[src/rtl/alu_cmd_master.sv]
// alu_cmd_master
//   Host-side command initiator for the UART-attached ALU. Takes one
//   (A, B, opcode) request, sends it as three bytes through a UART
//   transmitter (A, B, then the zero-padded opcode), waits for the single
//   result byte from a UART receiver and presents it as a one-cycle response.
//
// Optional feature (compile-time macro):
//   ALU_CMD_MASTER_TIMEOUT_EN - bound the result wait to TIMEOUT_CYCLES;
//   when undefined, o_timeout is tied low and the result wait is unbounded.
//
// Ports:
//   clk, rst            clock (rising edge), asynchronous active-low reset
//   i_req_valid         request present
//   o_req_ready         idle, request can be accepted
//   i_a, i_b, i_opcode  request operands / opcode, captured on accept
//   o_tx_start, o_tx    one-cycle start pulse and byte to the transmitter
//   i_tx_done           transmitter idle (high) / sending (low)
//   i_rx_done, i_rx     one-cycle received-byte pulse and data
//   o_resp_valid        one-cycle pulse, o_result just updated
//   o_result            last received result byte
//   o_busy              transaction in progress
//   o_timeout           one-cycle pulse, result wait aborted
//   dbg_state           current FSM state, for debug and checkers
//
// Request handshake: a request transfers on a rising edge where i_req_valid
// and o_req_ready are both high. o_req_ready depends only on registered
// state, never on i_req_valid, and the operands are sampled on that edge only.

module alu_cmd_master #(
  parameter int NB_DATA        = 8,
  parameter int NB_OP          = 6,
  parameter int TIMEOUT_CYCLES = 65535
) (
  input  logic               clk,
  input  logic               rst,
  input  logic               i_req_valid,
  output logic               o_req_ready,
  input  logic [NB_DATA-1:0] i_a,
  input  logic [NB_DATA-1:0] i_b,
  input  logic [NB_OP-1:0]   i_opcode,
  output logic               o_tx_start,
  output logic [NB_DATA-1:0] o_tx,
  input  logic               i_tx_done,
  input  logic               i_rx_done,
  input  logic [NB_DATA-1:0] i_rx,
  output logic               o_resp_valid,
  output logic [NB_DATA-1:0] o_result,
  output logic               o_busy,
  output logic               o_timeout,
  output logic [2:0]         dbg_state
);

  if (NB_OP > NB_DATA || NB_OP < 1 || TIMEOUT_CYCLES < 1) begin : g_bad_cfg
    $error("alu_cmd_master: need 1 <= NB_OP <= NB_DATA and TIMEOUT_CYCLES >= 1");
  end

  typedef enum logic [2:0] {
    IDLE   = 3'd0,
    SEND   = 3'd1,
    TXBUSY = 3'd2,
    TXWAIT = 3'd3,
    RXWAIT = 3'd4
  } state_t;

  state_t             state;
  logic [1:0]         byte_idx;
  logic [NB_DATA-1:0] a_q;
  logic [NB_DATA-1:0] b_q;
  logic [NB_DATA-1:0] op_q;
  logic [NB_DATA-1:0] cur_byte;

`ifdef ALU_CMD_MASTER_TIMEOUT_EN
  localparam int CNT_W = $clog2(TIMEOUT_CYCLES + 1);
  logic [CNT_W-1:0] wait_cnt;
  logic [CNT_W-1:0] wait_cnt_next;

  assign wait_cnt_next = wait_cnt + 1'b1;
`else
  assign o_timeout = 1'b0;
`endif

  // Wire order: index 0 = A, 1 = B, 2 = zero-padded opcode.
  always_comb begin
    cur_byte = op_q;
    case (byte_idx)
      2'd0:    cur_byte = a_q;
      2'd1:    cur_byte = b_q;
      default: cur_byte = op_q;
    endcase
  end

  assign o_req_ready = (state == IDLE);
  assign o_busy      = (state != IDLE);
  assign dbg_state   = state;

  always_ff @(posedge clk or negedge rst) begin
    if (!rst) begin
      state        <= IDLE;
      byte_idx     <= 2'd0;
      a_q          <= '0;
      b_q          <= '0;
      op_q         <= '0;
      o_tx_start   <= 1'b0;
      o_tx         <= '0;
      o_resp_valid <= 1'b0;
      o_result     <= '0;
`ifdef ALU_CMD_MASTER_TIMEOUT_EN
      wait_cnt     <= '0;
      o_timeout    <= 1'b0;
`endif
    end else begin
      // Pulse outputs default low; each is raised for exactly one cycle.
      o_tx_start   <= 1'b0;
      o_resp_valid <= 1'b0;
`ifdef ALU_CMD_MASTER_TIMEOUT_EN
      o_timeout    <= 1'b0;
`endif
      case (state)
        IDLE: begin
          if (i_req_valid) begin
            a_q      <= i_a;
            b_q      <= i_b;
            op_q     <= NB_DATA'(i_opcode);
            byte_idx <= 2'd0;
            state    <= SEND;
          end
        end
        SEND: begin
          if (i_tx_done) begin
            o_tx_start <= 1'b1;
            o_tx       <= cur_byte;
            state      <= TXBUSY;
          end
        end
        TXBUSY: begin
          // Wait for the transmitter to acknowledge the start by going busy.
          if (!i_tx_done) begin
            state <= TXWAIT;
          end
        end
        TXWAIT: begin
          // Receive pulses here are dropped, even one coinciding with the
          // final byte completing; the result wait starts only after this.
          if (i_tx_done) begin
            if (byte_idx == 2'd2) begin
              state <= RXWAIT;
`ifdef ALU_CMD_MASTER_TIMEOUT_EN
              wait_cnt <= '0;
`endif
            end else begin
              byte_idx <= byte_idx + 2'd1;
              state    <= SEND;
            end
          end
        end
        RXWAIT: begin
          if (i_rx_done) begin
            o_result     <= i_rx;
            o_resp_valid <= 1'b1;
            state        <= IDLE;
          end
`ifdef ALU_CMD_MASTER_TIMEOUT_EN
          // The count reaching TIMEOUT_CYCLES on this edge aborts the wait,
          // so o_timeout appears TIMEOUT_CYCLES cycles after RXWAIT entry.
          // A result arriving on the same edge takes priority above.
          else if (wait_cnt_next == CNT_W'(TIMEOUT_CYCLES)) begin
            o_timeout <= 1'b1;
            state     <= IDLE;
          end else begin
            wait_cnt <= wait_cnt_next;
          end
`endif
        end
        default: state <= IDLE;
      endcase
    end
  end

endmodule

[config.mk]
export PLATFORM = sky130hd
export DESIGN_NAME = alu_cmd_master
export DESIGN_NICKNAME = d
export VERILOG_FILES = /design/src/rtl/alu_cmd_master.sv
export SDC_FILE = /design/constraint.sdc
export NUM_CORES = 1
export LEC_CHECK = 0
export CAP_MARGIN = 40
export CORE_UTILIZATION = 42
export CTS_CLUSTER_DIAMETER = 150
export DETAILED_ROUTE_END_ITERATION = 7
export GPL_ROUTABILITY_DRIVEN = 0
export HOLD_SLACK_MARGIN = 0.02
export PLACE_DENSITY = 0.86
export SLEW_MARGIN = 20
export SYNTH_ARGS = -nofsm -noshare
export SYNTH_HDL_FRONTEND = slang
export SYNTH_SLANG_ARGS = --single-unit
[constraint.sdc]
create_clock -name clk -period 1.4 [get_ports clk]
set_input_delay 0.14 -clock clk [delete_from_list [all_inputs] [get_ports clk]]
set_output_delay 0.14 -clock clk [all_outputs]
set_load 0.1 [all_outputs]
Word-level counts from Yosys, hierarchy flattened
Cells that the tools add are included.
{"block": "word_totals", "ff_bits": 45, "out_inout_bits": 24, "wordCells": 47}
{"block": "classes", "n_addsub": 1, "n_eq_ne": 12, "mux": 16, "reduce_logical": 9}
{"op": "3-bit two-way mux", "n": 6}
{"op": "8-bit one-hot mux with 2 select lines", "n": 1}
{"op": "3-bit one-hot mux with 5 select lines", "n": 1}
{"op": "2-bit inequality test, second input constant", "n": 6}
{"op": "3-bit by 2-bit == test with 1-bit output, second input constant", "n": 2}
{"op": "2-bit two-way mux", "n": 3}
{"op": "2-bit AND reduction", "n": 3}
{"op": "5-bit AND reduction", "n": 1}
{"op": "1-bit two-way mux", "n": 4}
{"op": "2-bit one-hot mux with 2 select lines", "n": 1}
{"op": "4-bit AND reduction", "n": 1}
{"op": "3-bit by 1-bit == test with 1-bit output, second input constant", "n": 1}
{"op": "3-bit == test, second input constant", "n": 1}
{"op": "3-bit zero test", "n": 1}
{"op": "3-bit nonzero test", "n": 1}
{"op": "2-bit by 1-bit adder with 2-bit output, second input constant", "n": 1}
{"op": "2-bit by 1-bit == test with 1-bit output, second input constant", "n": 1}
{"op": "2-bit == test, second input constant", "n": 1}
{"op": "2-bit zero test", "n": 1}
{"op": "2-bit nonzero test", "n": 1}

Longest topological paths before layout
{"block": "depth", "depth_word": 4, "mapped_depth": 6, "depth_no_buf": 5}

Least setup slack after synthesis
Ideal clock, no wire load.
{"block": "synth_timing", "path_type": "register to register", "from": "register state[1] (netlist: dbg_state[1])", "to": "register a_q[0]", "setup_time_ns": 0.125, "t_arrival_ns": 2.658, "t_required_ns": 1.275, "slack_ns": -1.384, "stages_incl_launch_ff": 7, "n_path_buf": 3, "synth_period_minus_slack_ns": 2.784, "path_cell_list": "dfrtp_1 -> buf_6 -> nor3_4 -> and2_4 -> buf_6 -> buf_12 -> mux2_4"}
{"block": "synth_between", "elab_chain_cells": 2}
{"item": "from (decl)", "line": "65", "source": "state_t state;"}
{"item": "from (signal assigned)", "line": "98", "source": "state <= IDLE;"}
{"item": "from (signal assigned)", "line": "125", "source": "state <= SEND;"}
{"item": "from (signal assigned)", "line": "132", "source": "state <= TXBUSY;"}
{"item": "3-bit zero test"}
{"item": "named net o_req_ready", "line": "37", "source": "output logic o_req_ready,"}
{"item": "2-bit AND reduction (no line)"}
{"item": "to (signal assigned)", "line": "121", "source": "a_q <= i_a;"}
{"item": "to (decl)", "line": "67", "source": "logic [NB_DATA-1:0] a_q;"}
The timed path passes the listed nets, and every way through them passes these cells.
A chain may end at the register's enable or synchronous reset.

Final worst setup path
{"block": "layout_timing", "from": "register state[2] (netlist: dbg_state[2])", "to": "register a_q[4]"}
{"block": "layout_between", "elab_chain_cells": 2}
{"item": "3-bit zero test", "line": "118", "source": "case (state)"}
{"item": "2-bit AND reduction (no line)"}
Every way passes these cells.

==> flow_metrics.py <==
metrics = {
    "global_route": {
        "grt_max_degree": 20,
        "grt_pass1_wl_mm": 7.134,
        "antenna_found_initial": 0,
        "first_global_vias": 1466,
        "grt_overflow": 0,
        "grtUsageTotal_pct": 18.80,
    },
    "yosys": {
        "synth_seq_area_share_pct": 56.11,
        "synth_xor_area_share_pct": 0.4364,
        "muxShareOfSynthArea_pct": 21.07,
        "synth_cells": 147,
        "yosysUniqueCellTypes": 29,
        "avgSynthCellArea_um2": 13.65,
        "synthAdderAreaFrac_pct": 1.870,
        "syn_nets": 185,
        "synth-compound-area-share_pct": 6.920,
        "synth_top_family_by_area": "multiplexers",
        "yosys.area_share.simple_pct": 7.481,
        "synth-seq-cells": 45,
        "syn_area_mm2": 0.002007,
        "yosysWarnings": 0,
    },
    "critical_path": {
        "startpoint": "dbg_state[2]$_DFFE_PN0P_",
        "critPathRequiredTime_ns": 1.59,
        "r2r-start": "dbg_state[2]$_DFFE_PN0P_",
        "crit_fanout": 12,
        "end_kind": "flop",
        "path_class": "flop to flop",
        "rrSetupSlack_ns": -0.1,
        "cp.arrival_ns": 1.69,
        "worstSetupStartpointType": "flop",
    },
    "timing": {
        "setup_viol": 34,
        "hold_viol_final": 0,
        "rsz0062_at_grt": "true",
        "post-route-period-util_pct": 107.1,
        "layout_setup_ws_ns": -0.09972,
        "drv_slew": 0,
        "fmax_ghz": 0.6668,
        "fin_worst_skew_ns": 0.009136,
        "min_period_ns": 1.500,
    },
    "detailed_routing": {
        "drtAntennaViolNets": 0,
        "drt-vias-per-instance": 5.227,
        "vias": 1474,
        "routed_wirelength_mm": 4.650,
        "drtPass1Iterations": 8,
        "drt_iter0_markers": 117,
        "remaining_drc_errors": 4,
        "post_drt_wl_per_cell_um": 16.49,
    },
    "clock_tree": {
        "cts_buffer_depth": 2,
        "numCtsBuffers": 5,
        "cts.clk_slew.worst_paths_ns": 0.09,
        "clkSinkCount": 45,
        "cts.htree.levels": 2,
        "cts_root_buf": "clkbuf_8",
        "tritoncts": "built",
        "clk_latency_ns": 0.31,
    },
    "floorplanning": {
        "fp.dieW_um": 71.13,
        "dieArea_mm2": 0.005059,
        "start_util_pct": 44.85,
        "num_rows": 24,
        "io_pins": 59,
        "dieHeight_um": 71.13,
        "core-area_mm2": 0.004474,
    },
    "cells_and_area": {
        "fin_nets": 267,
        "postLayoutCoreUtil_pct": 74.05,
        "areaGrowthSynthToFinish_pct": 65.09,
        "drive_gt1_share_pct": 49.57,
        "diodes": 0,
    },
    "placement": {
        "portBuffers": 57,
        "dpl.hpwl_mm": 3.103,
    },
    "status": {
        "failed_checks": "DRC, setup timing",
        "outcome": "finished with violations",
    },
    "flow_run": {
        "cap_violations": 0,
    },
    "min_path": {
        "min_path_type": "input port to async pin",
    },
}
## placed cells by master (no fill, tap or decap), types with 4 or more instances in the layout
| master | Yosys | layout |
|---|---|---|
| a22oi_1 | 8 | 8 |
| a31oi_1 | 7 | 7 |
| buf_12 | 2 | 26 |
| buf_4 | 2 | 15 |
| buf_6 | 2 | 6 |
| clkbuf_8 | 0 | 5 |
| clkdlybuf4s50_1 | 0 | 33 |
| dfrtp_1 | 45 | 42 |
| inv_1 | 5 | 4 |
| mux2_2 | 10 | 5 |
| mux2_4 | 20 | 25 |
| nand2_1 | 10 | 10 |
| nor2_2 | 0 | 4 |
| nor2_4 | 0 | 4 |
## layout make-up
| class | instances | area (µm²) |
|---|---|---|
| fillers | 257 | 1161 |
| flip-flops and latches | 45 | 1135 |
| repair buffers | 85 | 1111 |
| multi-input cells | 87 | 887.1 |
| clock buffers | 5 | 68.82 |
| well taps | 52 | 65.06 |
| clock inverters | 3 | 25.02 |
| inverters | 5 | 21.27 |
## critical path, stage by stage (launching register included)
cell and delay [ns]:
dfrtp_4 0.51, nor3_4 0.20, and2_4 0.21, buf_12 0.16
mux2_4 0.31
## stage by stage
stage / cell area (µm²) / TNS (ns) / worst slack (ns) / std cells / hold slack [ns]
3_5_place_dp: 2998 / -1.338 / -0.1126 / 264 / 0.1022
4_1_cts: 3153 / -2.342 / -0.09403 / 275 / 0.3101
6_report: 3313 / -2.323 / -0.09972 / 282 / 0.2879
2_1_floorplan: 2046 / -30.19 / -1.170 / 147 / -0.1556
3_3_place_gp: 2998 / -0.4673 / -0.02530 / 264 / 0.09408
5_1_grt: 3313 / -3.605 / -0.1511 / 282 / 0.3311
## layer usage
layer | vias up | wire length, µm | track usage, %
met5 | - | 0 | 0
met3 | 7 | 183 | 3.989
li1 | 675 | - | -
met4 | 0 | 80 | 8.222
met2 | 50 | 2380 | 30.66
met1 | 742 | 2006 | 24.30
## what timing repair did
action,CTS,global route
hold buffers,1,0
hold endpoints to repair,16,0
setup endpoints to repair,43,43
buffers inserted,2,5
gates cloned,0,3
gates resized for setup,10,24
pin swaps,1,5
## Yosys cell counts
cell | count | area [µm²]
inv_1 | 5 | 18.77
nor2b_1 | 1 | 6.260
conb_1 | 1 | 3.750
xor2_1 | 1 | 8.760
a22oi_1 | 8 | 60.06
buf_6 | 2 | 22.52
nor4bb_1 | 1 | 10.01
or2_2 | 1 | 6.260
mux2_4 | 20 | 300.3
mux2_2 | 10 | 112.6
nor2_1 | 11 | 41.29
ha_1 | 3 | 37.54
o22ai_1 | 1 | 6.260
o21ai_0 | 1 | 5.000
a21oi_1 | 3 | 15.01
nand2_1 | 10 | 37.54
buf_2 | 3 | 15.01
buf_12 | 2 | 40.04
and3_1 | 1 | 6.260
and2_4 | 1 | 8.760
buf_4 | 2 | 15.01
nor3_4 | 1 | 16.27
dfrtp_1 | 45 | 1126
o32ai_1 | 1 | 8.760
buf_1 | 2 | 7.510
a31oi_1 | 7 | 43.79
nand4b_1 | 1 | 8.760
or3b_2 | 1 | 8.760
mux2i_1 | 1 | 10.01
## logic make-up after synthesis
| group | count (synthesis) |
|---|---|
| flip-flops | 45 |
| multiplexers | 31 |
| AND/OR/NAND/NOR | 29 |
| AO/OA/AOI/OAI | 21 |
| buffers and inverters | 16 |
| adder cells (fa/ha/maj) | 3 |
| other | 1 |
| XOR/XNOR | 1 |
## sequential cells by signal, indices dropped and copies added (netlist names)
register	cells
a_q	8
b_q	8
byte_idx	2
dbg_state	3
o_resp_valid	1
o_result	8
o_tx	8
o_tx_start	1
op_q	6
## path summary, 6_finish.rpt
| path | to | cells after the start |
|---|---|---|
| min reg2reg | a_q[6]$_DFFE_PN0P_ | 1 |
| max in group asynchronous | o_result[0]$_DFFE_PN0P_ | 3 |
| max | a_q[4]$_DFFE_PN0P_ | 4 |
| min | b_q[4]$_DFFE_PN0P_ | 2 |
| min in group clk | op_q[1]$_DFFE_PN0P_ | 2 |
| max reg2reg | a_q[4]$_DFFE_PN0P_ | 4 |
Power is not shown: default switching activity piles up to over one toggle a cycle in this logic, so the estimate is an artifact.
